File: config.mk
export PLATFORM = sky130hd
export DESIGN_NAME = pc_fetch_unit
export DESIGN_NICKNAME = d
export VERILOG_FILES = /design/src/rtl/fetch_pkg.sv /design/src/rtl/fetch_skid_buf.sv /design/src/rtl/pc_fetch_unit.sv
export SDC_FILE = /design/constraint.sdc
export NUM_CORES = 1
export LEC_CHECK = 0
export CORE_UTILIZATION = 58
export CTS_CLUSTER_SIZE = 8
export DETAILED_ROUTE_END_ITERATION = 10
export PLACE_DENSITY_LB_ADDON = 0.3
export SLEW_MARGIN = 20
export SYNTH_ARGS = -nofsm -noshare
export SYNTH_HDL_FRONTEND = slang
export SYNTH_HIERARCHICAL = 1
export SYNTH_SLANG_ARGS = --single-unit
File: constraint.sdc
create_clock -name clk -period 4.71 [get_ports clk]
set_clock_uncertainty 0.2 [all_clocks]
set_input_delay 0.471 -clock clk [delete_from_list [all_inputs] [get_ports clk]]
set_output_delay 0.471 -clock clk [all_outputs]
set_load 0.02 [all_outputs]
File: src/rtl/fetch_pkg.sv
// Shared types and constants for the instruction-fetch front end.
package fetch_pkg;

  localparam int unsigned FETCH_ADDR_W = 32;
  localparam int unsigned FETCH_DATA_W = 32;
  localparam int unsigned PC_STEP      = 4;

  typedef enum logic [1:0] {
    RUN   = 2'd0,
    DRAIN = 2'd1,
    HALT  = 2'd2
  } fetch_state_e;

  typedef struct packed {
    logic [FETCH_ADDR_W-1:0] pc;
    logic [FETCH_DATA_W-1:0] instr;
  } fetch_word_t;

endpackage

File: src/rtl/fetch_skid_buf.sv
// One-entry holding register for a fetched word while decode stalls.
module fetch_skid_buf
  import fetch_pkg::*;
(
  input  logic        clk,
  input  logic        rst_n,
  input  logic        load,
  input  logic        pop,
  input  logic        clear,
  input  fetch_word_t din,
  output logic        full,
  output fetch_word_t dout
);

  // Clear beats load; load beats pop so pop+load leaves the new word held.
  always_ff @(posedge clk or negedge rst_n) begin
    if (!rst_n) begin
      full <= 1'b0;
      dout <= '0;
    end else if (clear) begin
      full <= 1'b0;
    end else if (load) begin
      full <= 1'b1;
      dout <= din;
    end else if (pop) begin
      full <= 1'b0;
    end
  end

endmodule

File: src/rtl/pc_fetch_unit.sv
// Fetch front end: owns the PC, issues +4 word fetches, offers returned words
// to decode over valid/ready, absorbs backpressure, handles redirect and halt.
// Optional build macro: FETCH_PERF_EN adds transfer/stall counters.
module pc_fetch_unit
  import fetch_pkg::*;
#(
  parameter int unsigned       ADDR_W   = 32,
  parameter int unsigned       DATA_W   = 32,
  parameter logic [ADDR_W-1:0] RESET_PC = '0
) (
  input  logic              clk,
  input  logic              rst_n,
  output logic [ADDR_W-1:0] Addr_o,
  output logic              imem_req_o,
  input  logic [DATA_W-1:0] instr_i,
  output logic              if_valid_o,
  input  logic              if_ready_i,
  output logic [ADDR_W-1:0] if_pc_o,
  output logic [DATA_W-1:0] if_instr_o,
  input  logic              redirect_i,
  input  logic [ADDR_W-1:0] redirect_addr_i,
  input  logic              halt_i,
  output logic              halted_o
`ifdef FETCH_PERF_EN
  ,
  output logic [31:0]       perf_fetched_o,
  output logic [31:0]       perf_stall_o
`endif
);

  fetch_state_e      state_q;
  logic [ADDR_W-1:0] pc_q;
  logic [ADDR_W-1:0] req_pc_q;
  logic              req_q;
  logic              pend_q;
  fetch_word_t       pend_word_q;
  fetch_word_t       live_word;
  fetch_word_t       resp_word;
  fetch_word_t       head_word;
  fetch_word_t       skid_word;
  logic              skid_full;
  logic              skid_load;
  logic              skid_pop;
  logic              resp_v;
  logic              xfer;

  assign Addr_o = pc_q;

  // Pick the oldest undelivered word and derive issue/handshake controls.
  always_comb begin
    live_word  = '{pc: FETCH_ADDR_W'(req_pc_q), instr: FETCH_DATA_W'(instr_i)};
    resp_v     = req_q | pend_q;
    resp_word  = pend_q ? pend_word_q : live_word;
    head_word  = skid_full ? skid_word : resp_word;
    if_valid_o = ~redirect_i & (skid_full | resp_v);
    xfer       = if_valid_o & if_ready_i;
    imem_req_o = rst_n & (state_q == RUN) & ~skid_full & ~redirect_i;
    skid_pop   = skid_full & xfer;
    skid_load  = ~redirect_i & resp_v & (skid_full ? xfer : ~if_ready_i);
    if_pc_o    = if_valid_o ? ADDR_W'(head_word.pc) : '0;
    if_instr_o = if_valid_o ? DATA_W'(head_word.instr) : '0;
  end

  fetch_skid_buf u_skid (
    .clk   (clk),
    .rst_n (rst_n),
    .load  (skid_load),
    .pop   (skid_pop),
    .clear (redirect_i),
    .din   (resp_word),
    .full  (skid_full),
    .dout  (skid_word)
  );

  // PC advance on issue, redirect retarget, and in-flight request tracking.
  always_ff @(posedge clk or negedge rst_n) begin
    if (!rst_n) begin
      pc_q     <= RESET_PC;
      req_q    <= 1'b0;
      req_pc_q <= '0;
    end else begin
      req_q <= imem_req_o;
      if (redirect_i) begin
        pc_q <= {redirect_addr_i[ADDR_W-1:2], 2'b00};
      end else if (imem_req_o) begin
        pc_q     <= pc_q + ADDR_W'(PC_STEP);
        req_pc_q <= pc_q;
      end
    end
  end

  // Catch a response that lands while the skid entry is stalled in front of it.
  always_ff @(posedge clk or negedge rst_n) begin
    if (!rst_n) begin
      pend_q      <= 1'b0;
      pend_word_q <= '0;
    end else if (redirect_i) begin
      pend_q <= 1'b0;
    end else if (skid_full && xfer) begin
      pend_q <= 1'b0;
    end else if (skid_full && req_q) begin
      pend_q      <= 1'b1;
      pend_word_q <= live_word;
    end
  end

  // RUN/DRAIN/HALT sequencing; redirect always wins.
  always_ff @(posedge clk or negedge rst_n) begin
    if (!rst_n) begin
      state_q  <= RUN;
      halted_o <= 1'b0;
    end else if (redirect_i) begin
      state_q  <= RUN;
      halted_o <= 1'b0;
    end else begin
      case (state_q)
        RUN: begin
          if (halt_i) state_q <= DRAIN;
        end
        DRAIN: begin
          if (!req_q && !skid_full && !pend_q) begin
            state_q  <= HALT;
            halted_o <= 1'b1;
          end
        end
        HALT: begin
          state_q <= HALT;
        end
        default: begin
          state_q  <= RUN;
          halted_o <= 1'b0;
        end
      endcase
    end
  end

`ifdef FETCH_PERF_EN
  // Saturating counters of accepted transfers and decode stall cycles.
  always_ff @(posedge clk or negedge rst_n) begin
    if (!rst_n) begin
      perf_fetched_o <= '0;
      perf_stall_o   <= '0;
    end else begin
      if (xfer && (perf_fetched_o != 32'hFFFF_FFFF))
        perf_fetched_o <= perf_fetched_o + 32'd1;
      if (if_valid_o && !if_ready_i && (perf_stall_o != 32'hFFFF_FFFF))
        perf_stall_o <= perf_stall_o + 32'd1;
    end
  end
`endif

endmodule

==> results.sh, run 1 <==
export IMPL_globalplace_congestion=0.809
export IMPL_syn_area_per_cell_um2=11.6
export IMPL_estimated_wirelength_of_the_detail_placed_design_mm=14.4
export IMPL_fmax_mhz=245
export IMPL_critPathCaptureType="primary output"
export IMPL_vias_per_cell=5.81
export IMPL_setup_worst_path_start_class="flop"
export IMPL_timing_hold_worst_class="reg -> reg"
export IMPL_die_width_um=134
export IMPL_final_cells=1238
export IMPL_final_core_util_pct=74.1
export IMPL_critical_path_n_buffers_inverters=2
export IMPL_rr_worst_depth=6
export IMPL_io_pin_count=168
export IMPL_area_growth_synth_to_final_pct=23.1
export IMPL_grt_total_usage_pct=26.5
export IMPL_rsz0062_at_grt="false"
export IMPL_timing_max_transition_violations_final=0
export IMPL_grt_start_max_net_pins=89
export IMPL_mappedNetlistArea_um2=10100
export IMPL_mostFrequentLayoutCell="sky130_fd_sc_hd__dfrtp_1"
export IMPL_path_max_fanout=43
export IMPL_crit_path_frequent_cell="sky130_fd_sc_hd__nor3_1"
export IMPL_wl_per_cell_um=18.4
export IMPL_crit_family="simple AND/OR/NAND/NOR gates"
export IMPL_ctsHtreeMaxLevel=4
export IMPL_finalCritPeriodShare_pct=86.8
export IMPL_synthFlopType="sky130_fd_sc_hd__dfrtp_1"
export IMPL_row_count=47
export IMPL_finalSetupViolCount=0
export IMPL_standard_cell_core_area_um2=16800
export IMPL_postLayoutSetupSlackWorst_ns=0.622
export IMPL_port_buffers=163
export IMPL_worst_max_slew_pin_slew_ns=0.948
export IMPL_via_count_of_the_first_global_routing_pass=7328
export IMPL_postRouteAntennaNets=0
export IMPL_hold_start="pend_word_q[51]"
export IMPL_cts_buffers_inserted=17
export IMPL_ys_warnings_count=6
export IMPL_worstSkewPairLatency_ns=0.43
export IMPL_dr_first_iter_drc_count=403
export IMPL_worst_setup_hold_path_clk_slew_ns=0.07
export IMPL_setup_total_negative_slack_ns=0
export IMPL_postCtsSetupBuffers=0
export IMPL_mapped_cells=869
export IMPL_fp_dieArea_um2=17900
export IMPL_floorplan_initialDensity_pct=60.2
export IMPL_first_pass_drt_iterations=4
export IMPL_cts_resized=0
export IMPL_overflow=0
export IMPL_critical_path_slowest_stage_cell="sky130_fd_sc_hd__or2_2"
export IMPL_placedInstanceArea_um2=11800
export IMPL_antenna_found_initial=0
export IMPL_reg2reg_to="Addr_o[31]"
export IMPL_timing_slew_headroom_pct=36.8
export IMPL_vdd_ir_drop_max_mv=0.310
export IMPL_synth_distinct_cells=49
export IMPL_numPlacedInstances=1205
export IMPL_synth_enable_flop_cells=0
export IMPL_antenna_cells_inserted=0
export IMPL_top_library_cells_by_usage_in_the_layout_fill_and_taps_aside="sky130_fd_sc_hd__dfrtp_1 (190), sky130_fd_sc_hd__clkdlybuf4s50_1 (162), sky130_fd_sc_hd__mux2_2 (158), sky130_fd_sc_hd__nor2_1 (81), sky130_fd_sc_hd__nor2b_1 (66)"
export IMPL_max_cap_violations=0
export IMPL_finalHoldViolations=0
export IMPL_maximum_buffer_depth_of_the_clock_tree=2
export IMPL_static_leakage_power_nw=5.30
export IMPL_die_height_um=134
export IMPL_critical_path_max_stage_delay_ns=0.76
export IMPL_timing_final_crit_period_ns=4.09
export IMPL_route_detailed_drc=0
export IMPL_hold_path_depth=1
export IMPL_run_status="complete, no violations"
export IMPL_p_per_area_nw_per_um2=459
export IMPL_setup_reg_to_reg_worst_slack_ns=1.76
export IMPL_cts_tree="done"
export IMPL_postSynth_asyncResetShare_pct=100
export IMPL_final_layout_size_suffix_gt1_share_pct=26.8
export IMPL_worstPathArrival_ns=3.42
export IMPL_dpl_worst_slack_ns=1.08
export IMPL_numClockSinks=192
export IMPL_synth_seq_cells=192
export IMPL_whs_endpoint="pend_word_q[51]"
export IMPL_first_pass_grt_wire_length_mm=37.2
export IMPL_cp_required_ns=4.04
export IMPL_setup_worst_path_class="reg -> out"
export IMPL_timing_critical_path_cells="nor3_1 -> or2_2 -> buf_4 -> nor3_1 -> clkdlybuf4s50_1"
export IMPL_synth_yosys_seq_area_share_pct=47.6
export IMPL_design_final_nets=1079
export IMPL_clk_root_buffer_cell="sky130_fd_sc_hd__clkbuf_16"
export IMPL_via_count=7196
export IMPL_detail_route_wirelength_mm=22.8
export IMPL_crit_reg2reg_launch="state_q[1]"
export IMPL_layout_cell_area_non_filler_um2=12400
-- per-stage QoR --
stage          total power, mW  hold WS (ns)
2_1_floorplan             3.57       -0.0246
3_3_place_gp              4.04         0.283
3_5_place_dp              4.11         0.289
4_1_cts                   5.72         0.306
5_1_grt                   5.98         0.316
6_report                  5.70         0.301
-- cells by family after synthesis --
group,Yosys count,share of synthesized area (%)
adder cells (fa/ha/maj),5,0.620
XOR/XNOR,10,0.868
other,1,0.0372
AND/OR/NAND/NOR,313,16.4
AO/OA/AOI/OAI,59,3.85
flip-flops,192,47.6
multiplexers,219,26.7
buffers and inverters,70,3.92
-- power by group --
group / switching (mW) / internal [mW] / total [mW]
clock network: 0.632 / 0.960 / 1.59
registers: 0.360 / 2.13 / 2.49
logic: 0.678 / 0.940 / 1.62
-- worst reg2reg max path, delay by kind of cell (launching register included) --
| kind | cells | cell delay, ns |
|---|---|---|
| flops | 1 | 0.41 |
| buf+inv | 1 | 0.13 |
| compound gates | 1 | 0.20 |
| simple gates | 3 | 1.64 |
| fa+ha+maj | 1 | 0.29 |
-- repair_timing --
action	CTS	global route
setup endpoints to repair	0	0
endpoints found under the hold margin	60	0
hold buffers	1	0
-- routing by layer --
layer / vias to the layer above / wire length, um / GRT usage, %
met4: 0 / 593 / 11.0
met2: 216 / 10600 / 42.3
met5: - / 0 / 0
met1: 3582 / 10500 / 36.5
met3: 46 / 1050 / 3.85
li1: 3352 / - / -
-- synth_stat cells (3+ instances only) --
| cell | count | area, um^2 |
|---|---|---|
| sky130_fd_sc_hd__and2_1 | 3 | 18.8 |
| sky130_fd_sc_hd__and3_1 | 4 | 25.0 |
| sky130_fd_sc_hd__o211ai_1 | 3 | 22.5 |
| sky130_fd_sc_hd__o21ai_0 | 19 | 95.1 |
| sky130_fd_sc_hd__ha_1 | 5 | 62.6 |
| sky130_fd_sc_hd__nand3_1 | 12 | 60.1 |
| sky130_fd_sc_hd__nor3_1 | 65 | 325 |
| sky130_fd_sc_hd__a31oi_1 | 15 | 93.8 |
| sky130_fd_sc_hd__inv_1 | 8 | 30.0 |
| sky130_fd_sc_hd__nand2_1 | 27 | 101 |
| sky130_fd_sc_hd__nor4_1 | 3 | 18.8 |
| sky130_fd_sc_hd__mux2_2 | 158 | 1780 |
| sky130_fd_sc_hd__dfrtp_1 | 192 | 4800 |
| sky130_fd_sc_hd__or4_1 | 12 | 90.1 |
| sky130_fd_sc_hd__clkbuf_1 | 43 | 161 |
| sky130_fd_sc_hd__nand4_1 | 13 | 81.3 |
| sky130_fd_sc_hd__and4_1 | 5 | 43.8 |
| sky130_fd_sc_hd__or3_1 | 10 | 62.6 |
| sky130_fd_sc_hd__o31ai_1 | 10 | 75.1 |
| sky130_fd_sc_hd__nor2_1 | 82 | 308 |
| sky130_fd_sc_hd__buf_12 | 7 | 140 |
| sky130_fd_sc_hd__xor2_1 | 6 | 52.6 |
| sky130_fd_sc_hd__buf_2 | 9 | 45.0 |
| sky130_fd_sc_hd__nor2b_1 | 66 | 413 |
| sky130_fd_sc_hd__xnor2_1 | 4 | 35.0 |
| sky130_fd_sc_hd__mux2_4 | 60 | 901 |
-- cell type report --
class	instances	area, um^2
clock buffers	19	443
clock inverters	13	210
fillers	1158	4350
inverters	9	33.8
multi-input cells	610	4900
flip-flops and latches	192	4810
well taps	220	275
repair buffers	175	1740
-- worst max path at each step --
stage / start / to / cells past startpoint
after global routing: u_skid/full / if_instr_o[4] / 5
after CTS: u_skid/full / if_pc_o[12] / 5
after global placement: u_skid/full / if_pc_o[12] / 5
after detailed placement: u_skid/full / if_pc_o[12] / 5
after floorplan: u_skid/full / if_instr_o[0] / 6
final: u_skid/full / if_instr_o[11] / 5
-- state kept, by name, summed over array words and instances, names as in the netlist --
register	count
Addr_o	30
halted_o	1
pend_q	1
pend_word_q	62
req_pc_q	30
req_q	1
state_q	2
u_skid/dout	64
u_skid/full	1
Power figures use the tool's default switching activity.
==> run 2: changes to the inputs <==
--- a/config.mk
+++ b/config.mk
@@ -5,6 +5,7 @@
 export SDC_FILE = /design/constraint.sdc
 export NUM_CORES = 1
 export LEC_CHECK = 0
+export CAP_MARGIN = 10
 export CORE_UTILIZATION = 58
 export CTS_CLUSTER_SIZE = 8
 export DETAILED_ROUTE_END_ITERATION = 10
==> results of run 2 <==
The final DEF is identical to that of run 1; final timing and power are the same.
